## src/rtl/sd_spi_responder.sv

```systemverilog
// SPI-mode SD card responder (card side). Decodes CMD0/CMD55/ACMD41/CMD17/CMD24,
// returns R1, read data blocks and write data responses, and stores block data
// in an external byte-wide synchronous RAM.
// Ports:
//   clk, reset          system clock, synchronous active-high reset
//   cs, sclk, mosi      host SPI inputs (asynchronous to clk, mode 0)
//   miso                card-to-host data, 1 when idle
//   mem_addr/mem_rd_en/mem_rdata/mem_wr_en/mem_wdata  RAM port (1-clk read latency)
//   initialized         high once ACMD41 has returned 0x00
module sd_spi_responder #(
  parameter int MEM_AW     = 16,
  parameter int INIT_POLLS = 3,
  parameter int NAC_BYTES  = 2,
  parameter int BUSY_BYTES = 4
) (
  input  logic              clk,
  input  logic              reset,
  input  logic              cs,
  input  logic              sclk,
  input  logic              mosi,
  output logic              miso,
  output logic [MEM_AW-1:0] mem_addr,
  output logic              mem_rd_en,
  input  logic [7:0]        mem_rdata,
  output logic              mem_wr_en,
  output logic [7:0]        mem_wdata,
  output logic              initialized
);
  typedef enum logic [3:0] {
    CS_HIGH, CMD_RX, NCR, R1, RD_NAC, RD_TOKEN, RD_DATA, RD_CRC,
    WR_TOKEN, WR_DATA, WR_CRC, WR_DRESP, WR_BUSY
  } state_t;
  state_t state, state_nx;

  logic [1:0] cs_s, sclk_s, mosi_s;
  logic       cs_q, sclk_q;
  logic       cs_rise, cs_fall, cs_low, rise, fall, ld;
  logic [2:0] bit_cnt;
  logic [6:0] rx_sr;
  logic [7:0] rx_next, rx_byte, tx_sr, tx_next, r1_val, rd_buf;
  logic       pending, rd_q, app, idle, rd_go;
  logic [9:0] byte_idx, idx_nx, rd_idx;
  logic [5:0] cmd;
  logic [31:0] arg;
  logic [7:0] polls;
  logic [MEM_AW-1:0] base;

  assign cs_rise = cs_s[1] & ~cs_q;
  assign cs_fall = ~cs_s[1] & cs_q;
  // SPI events only count once cs has been low for a full clk, so they never
  // coincide with the cs fall that re-arms the byte framing.
  assign cs_low  = ~cs_s[1] & ~cs_q;
  assign rise    = cs_low & sclk_s[1] & ~sclk_q;
  assign fall    = cs_low & ~sclk_s[1] & sclk_q;
  assign rx_next = {rx_sr, mosi_s[1]};
  // A completed byte is acted on at the following fall: the byte for the
  // current state is loaded first, then the state advances.
  assign ld      = fall & pending;
  assign idle    = ~initialized;
  assign base    = arg[MEM_AW-1:0];
  assign miso    = (state == CS_HIGH) ? 1'b1 : tx_sr[7];

  always_comb begin
    r1_val = {5'b0, 1'b1, 1'b0, idle};
    case (cmd)
      6'd0:  r1_val = 8'h01;
      6'd55: r1_val = {7'b0, idle};
      6'd41: if (app) r1_val = (int'(polls) < INIT_POLLS) ? 8'h01 : 8'h00;
      6'd17, 6'd24: begin
        if (idle)                       r1_val = 8'h05;
        else if (arg[8:0] != 9'd0)      r1_val = 8'h20;
        else if ((arg >> MEM_AW) != 0)  r1_val = 8'h40;
        else                            r1_val = 8'h00;
      end
      default: ;
    endcase
  end

  always_comb begin
    state_nx = state;
    idx_nx   = byte_idx;
    tx_next  = 8'hFF;
    rd_go    = 1'b0;
    rd_idx   = byte_idx + 10'd1;
    if (cs_rise) begin
      state_nx = CS_HIGH;
    end else if (cs_fall) begin
      state_nx = CMD_RX;
      idx_nx   = 10'd0;
    end else if (ld) begin
      idx_nx = byte_idx + 10'd1;
      case (state)
        CMD_RX: begin
          if (byte_idx == 10'd0)
            idx_nx = (rx_byte[7:6] == 2'b01) ? 10'd1 : 10'd0;
          else if (byte_idx == 10'd5) begin
            state_nx = NCR; idx_nx = 10'd0;
          end
        end
        NCR: begin state_nx = R1; idx_nx = 10'd0; end
        R1: begin
          tx_next = r1_val;
          idx_nx  = 10'd0;
          if (r1_val == 8'h00 && cmd == 6'd17)      state_nx = RD_NAC;
          else if (r1_val == 8'h00 && cmd == 6'd24) state_nx = WR_TOKEN;
          else                                      state_nx = CMD_RX;
        end
        RD_NAC:
          if (byte_idx == 10'(NAC_BYTES - 1)) begin state_nx = RD_TOKEN; idx_nx = 10'd0; end
        RD_TOKEN: begin
          tx_next = 8'hFE; state_nx = RD_DATA; idx_nx = 10'd0;
          rd_go = 1'b1; rd_idx = 10'd0;
        end
        RD_DATA: begin
          tx_next = rd_buf;
          rd_go   = (byte_idx != 10'd511);
          if (byte_idx == 10'd511) begin state_nx = RD_CRC; idx_nx = 10'd0; end
        end
        RD_CRC:
          if (byte_idx == 10'd1) begin state_nx = CMD_RX; idx_nx = 10'd0; end
        WR_TOKEN: begin
          idx_nx = 10'd0;
          if (rx_byte == 8'hFE) state_nx = WR_DATA;
        end
        WR_DATA:
          if (byte_idx == 10'd511) begin state_nx = WR_CRC; idx_nx = 10'd0; end
        WR_CRC:
          if (byte_idx == 10'd1) begin state_nx = WR_DRESP; idx_nx = 10'd0; end
        WR_DRESP: begin tx_next = 8'hE5; state_nx = WR_BUSY; idx_nx = 10'd0; end
        WR_BUSY: begin
          tx_next = 8'h00;
          if (byte_idx == 10'(BUSY_BYTES - 1)) begin state_nx = CMD_RX; idx_nx = 10'd0; end
        end
        default: idx_nx = byte_idx;
      endcase
    end
  end

  always_ff @(posedge clk) begin
    if (reset) begin
      cs_s <= 2'b11; cs_q <= 1'b1; sclk_s <= 2'b00; sclk_q <= 1'b0; mosi_s <= 2'b00;
      state <= CS_HIGH; byte_idx <= 10'd0; bit_cnt <= 3'd0; rx_sr <= 7'd0;
      rx_byte <= 8'd0; pending <= 1'b0; tx_sr <= 8'hFF; cmd <= 6'd0; arg <= 32'd0;
      app <= 1'b0; polls <= 8'd0; initialized <= 1'b0; rd_buf <= 8'hFF; rd_q <= 1'b0;
      mem_addr <= '0; mem_rd_en <= 1'b0; mem_wr_en <= 1'b0; mem_wdata <= 8'd0;
    end else begin
      cs_s   <= {cs_s[0], cs};
      cs_q   <= cs_s[1];
      sclk_s <= {sclk_s[0], sclk};
      sclk_q <= sclk_s[1];
      mosi_s <= {mosi_s[0], mosi};
      state    <= state_nx;
      byte_idx <= idx_nx;
      mem_rd_en <= 1'b0;
      mem_wr_en <= 1'b0;
      rd_q      <= mem_rd_en;
      if (rd_q) rd_buf <= mem_rdata;
      if (cs_fall) begin
        bit_cnt <= 3'd0; pending <= 1'b0; tx_sr <= 8'hFF;
      end
      if (rise) begin
        rx_sr   <= rx_next[6:0];
        bit_cnt <= bit_cnt + 3'd1;
        if (bit_cnt == 3'd7) begin
          rx_byte <= rx_next;
          pending <= 1'b1;
          if (state == WR_DATA) begin
            mem_wr_en <= 1'b1;
            mem_addr  <= base + MEM_AW'(byte_idx);
            mem_wdata <= rx_next;
          end
        end
      end
      if (fall) begin
        if (pending) begin
          tx_sr   <= tx_next;
          pending <= 1'b0;
        end else begin
          tx_sr <= {tx_sr[6:0], 1'b1};
        end
      end
      if (ld) begin
        case (state)
          CMD_RX:
            if (byte_idx == 10'd0)     cmd <= rx_byte[5:0];
            else if (byte_idx < 10'd5) arg <= {arg[23:0], rx_byte};
          R1: begin
            app <= (cmd == 6'd55);
            if (cmd == 6'd0) begin
              initialized <= 1'b0; polls <= 8'd0;
            end else if (cmd == 6'd41 && app) begin
              if (int'(polls) < INIT_POLLS) polls <= polls + 8'd1;
              else                          initialized <= 1'b1;
            end
          end
          default: ;
        endcase
        if (rd_go) begin
          mem_rd_en <= 1'b1;
          mem_addr  <= base + MEM_AW'(rd_idx);
        end
      end
    end
  end
endmodule

```

## config.mk

```make
export PLATFORM = sky130hd
export DESIGN_NAME = sd_spi_responder
export DESIGN_NICKNAME = d
export VERILOG_FILES = /design/src/rtl/sd_spi_responder.sv
export SDC_FILE = /design/constraint.sdc
export NUM_CORES = 1
export LEC_CHECK = 0
export CORE_MARGIN = 2
export CORE_UTILIZATION = 35
export CTS_CLUSTER_SIZE = 30
export DETAILED_ROUTE_END_ITERATION = 8
export GPL_ROUTABILITY_DRIVEN = 0
export PLACE_DENSITY_LB_ADDON = 0.25
export SYNTH_ARGS = -nofsm -noshare
export SYNTH_HDL_FRONTEND = slang
export SYNTH_SLANG_ARGS = --single-unit
```

## constraint.sdc

```tcl
create_clock -name clk -period 4.6 [get_ports clk]
set_input_delay 0.69 -clock clk [delete_from_list [all_inputs] [get_ports clk]]
set_output_delay 0.69 -clock clk [all_outputs]
set_load 0.005 [all_outputs]
```

==> metrics.cfg <==
[die]
coreArea_um2=20400
start_util=0.359
die_area_um2=22200
io_pins=41
die_w_um=149
rows=52
die-height_um=149

[place]
portBuffers=40
hpwl_um=13000
placed_cells_incl_taps=1154

[sta]
maxSlewViolCount=0
rsz0062_at_grt=false
fin_skew_ns=0.00833
worst_slew_pin_slew_ns=1.01
setup_violations=0
finalSetupTns_ns=0
hold_viol_final=0
post-route-period-util=0.798
max_slew_margin=0.323
min_period_ns=3.67
fmax_mhz=272

[power_and_ir_drop]
p_total_mw=2.60
powerDensity_nw_per_um2=303
peakVddDrop_mv=0.294
p_leak_nw=2.87

[worst_setup_path]
cpPeakStageDelay_ns=0.64
cp_data_required_time_ns=4.95
rr_worst_depth=13
critPathBufInv=1
slowest_stage=nor2_1
r2r_end=mem_addr[14]
startpoint=cs_q
crit_type=reg2reg
cp_top_family=simple AND/OR/NAND/NOR gates
worst_setup_path_start_kind=flip-flop
r2r_start=cs_q
cp_cell_sequence=nor4b_4, buf_4, nand2_1, nor2_1, nor2_1, ha_1, fa_1, a211oi_1, o21a_1, a22o_1, o21a_1, o21ai_0, a31oi_1
worstPathMaxFanout=18
rrSetupSlack_ns=0.93
worstPathArrival_ns=4.03
worstSetupEndpointType=flip-flop

[cts]
holdBufCountCts=0
numCtsBuffers=17
cts_setup_buffers=0
cts_buffer_depth=2
h-tree-depth=4
clkTransAtPathRegs_ns=0.06
cts_root_buf=clkbuf_16
cts.repair.resized=0
clock_latency_ns=0.43
cts.sinks=132
cts_tree=done

[synth]
yosys.cell_types.count=75
synth_largest_area_cell=dfxtp_1
synth_fa_ha_area_frac=0.0549
ys.flop_type=dfxtp_1
syn_area_per_cell_um2=8.31
synth.area.mux_share=0.0559
synth_common_cells=dfxtp_1, nor2_1, nand2_1
synth_edf_count=0
netlist.area_leader.share=0.360
synth_area_leaders=dfxtp_1, mux2i_1, a21oi_1, nor2_1, ha_1
async_flop_share=0
synth_compound_area_frac=0.202
synth_seq_cells=132
synthesis.nets=928
synth_xor_area_frac=0.0334
synthSimpleGateAreaFrac=0.255
yosys_warnings=0
synth_top_family_by_area=simple AND/OR/NAND/NOR gates
netlist_instances=884
ys_seq_area_frac=0.360
yosysMostFrequentCell=dfxtp_1
synthesis.area_um2=7340

[grt]
grt_antenna_before_repair=0
grt_use_total=0.179
grt_start_max_net_pins=74
grt_overflow=0
grt_pass1_wl_um=31600
grt_pass1_vias=5944

[route]
totalWireLength_um=19000
vias_per_cell=5.36
route.detailed.drc=0
vias=6353
wl_per_cell_um=16.1
drt-initial-drc-count=448
ant_nets=0
drt-pass1-iter-count=5

[finish]
final_core_utilization=0.419
drive_gt1_frac=0.0797
fillCellCount=2127
final_cells=1186
area_growth_pct=16.7
fin_nets=947
antenna_cells=0

[status]
status=finished clean

[min_path]
hold_class=reg2reg
hold_path_depth=1
worstHoldStart=cs_s[0]
hold-path-endpoint=cs_s[1]

[run]
cap_violations=0

worst reg2reg max path, delay by kind of cell (launching register included):
family	cells	cell delay (ns)
simple gates	4	1.17
compound gates	6	1.14
fa+ha+maj	2	0.68
flops	1	0.37
buf+inv	1	0.24
metrics by stage:
| stage | cell area [um2] | hold WS [ns] | worst slack (ns) |
|---|---|---|---|
| 2_1_floorplan | 7340 | 0.389 | 1.49 |
| 3_3_place_gp | 7960 | 0.394 | 0.974 |
| 3_5_place_dp | 7960 | 0.400 | 0.948 |
| 4_1_cts | 8570 | 0.417 | 0.921 |
| 5_1_grt | 8570 | 0.432 | 0.591 |
| 6_report | 8570 | 0.414 | 0.927 |
sequential cells by signal (all words and copies together) (netlist names), 7 cells and up:
signal / cells
rd_buf: 8
arg: 32
rx_sr: 7
byte_idx: 10
mem_wdata: 8
tx_sr: 8
rx_byte: 8
mem_addr: 16
polls: 8
cell families after synthesis:
group | after synthesis
xor gates and xnor gates | 28
adders and majority gates | 31
muxes | 41
AOI/OAI and AO/OA | 223
buffers and inverters | 70
DFF | 132
and+or+nand+nor | 359
layout by cell type, fill, tap and decap left out, types with 4 or more instances in the layout:
cell type / synthesis / layout
nand4b_1: 5 / 5
buf_4: 3 / 12
clkbuf_16: 0 / 17
nor3b_1: 7 / 7
clkdlybuf4s50_1: 0 / 39
xnor2_1: 20 / 20
or2_2: 12 / 12
and3_1: 5 / 5
a31oi_1: 9 / 9
nand3_1: 27 / 27
nand4_1: 4 / 4
o211ai_1: 5 / 5
a21o_1: 10 / 10
o21a_1: 12 / 12
nor4_1: 15 / 15
nor3_1: 25 / 25
nand2b_1: 8 / 8
inv_1: 18 / 18
a21oi_1: 76 / 76
nand3b_1: 4 / 4
a311oi_1: 4 / 4
or4_1: 5 / 5
nand2_1: 83 / 83
or3_1: 7 / 7
xor2_1: 8 / 8
a211o_1: 11 / 11
o21ai_0: 39 / 39
ha_1: 29 / 29
inv_6: 0 / 4
a211oi_1: 17 / 17
nor2_1: 99 / 99
mux2i_1: 41 / 41
nor2b_1: 23 / 23
and2_1: 8 / 8
dfxtp_1: 132 / 132
o31ai_1: 4 / 4
how the worst max path moves through the flow:
stage	to	slack, ns	depth (start not counted)
after floorplan	mem_addr[11]	1.49	13
after global placement	mem_addr[15]	0.97	12
after detailed placement	mem_addr[15]	0.95	12
after CTS	mem_addr[14]	0.92	13
after global routing	mem_addr[7]	0.59	12
final	mem_addr[14]	0.93	13
routing by layer:
layer | track usage | share of wire | up-vias | wire length, um
li1 | - | - | 3238 | -
met1 | 0.260 | 0.51 | 2959 | 9740
met2 | 0.267 | 0.43 | 133 | 8220
met3 | 0.0312 | 0.040 | 23 | 754
met4 | 0.0624 | 0.017 | 0 | 326
met5 | 0 | 0 | - | 0
cell type report:
cell class	count	area, um2	area share
clock inverter	14	165	0.0193
timing repair buffer	52	500	0.0584
inverter	18	67.6	0.00789
multi-input combinational	682	4410	0.515
clock buffer	18	439	0.0513
sequential	132	2640	0.308
tap	270	338	0.0394
power by group:
| group | leakage [nW] | internal (mW) | switching, mW |
|---|---|---|---|
| sequential | 1.06 | 1.15 | 0.00248 |
| combinational | 1.51 | 0.0183 | 0.0317 |
| clock | 0.290 | 0.829 | 0.569 |
Power figures use the tool's default switching activity.
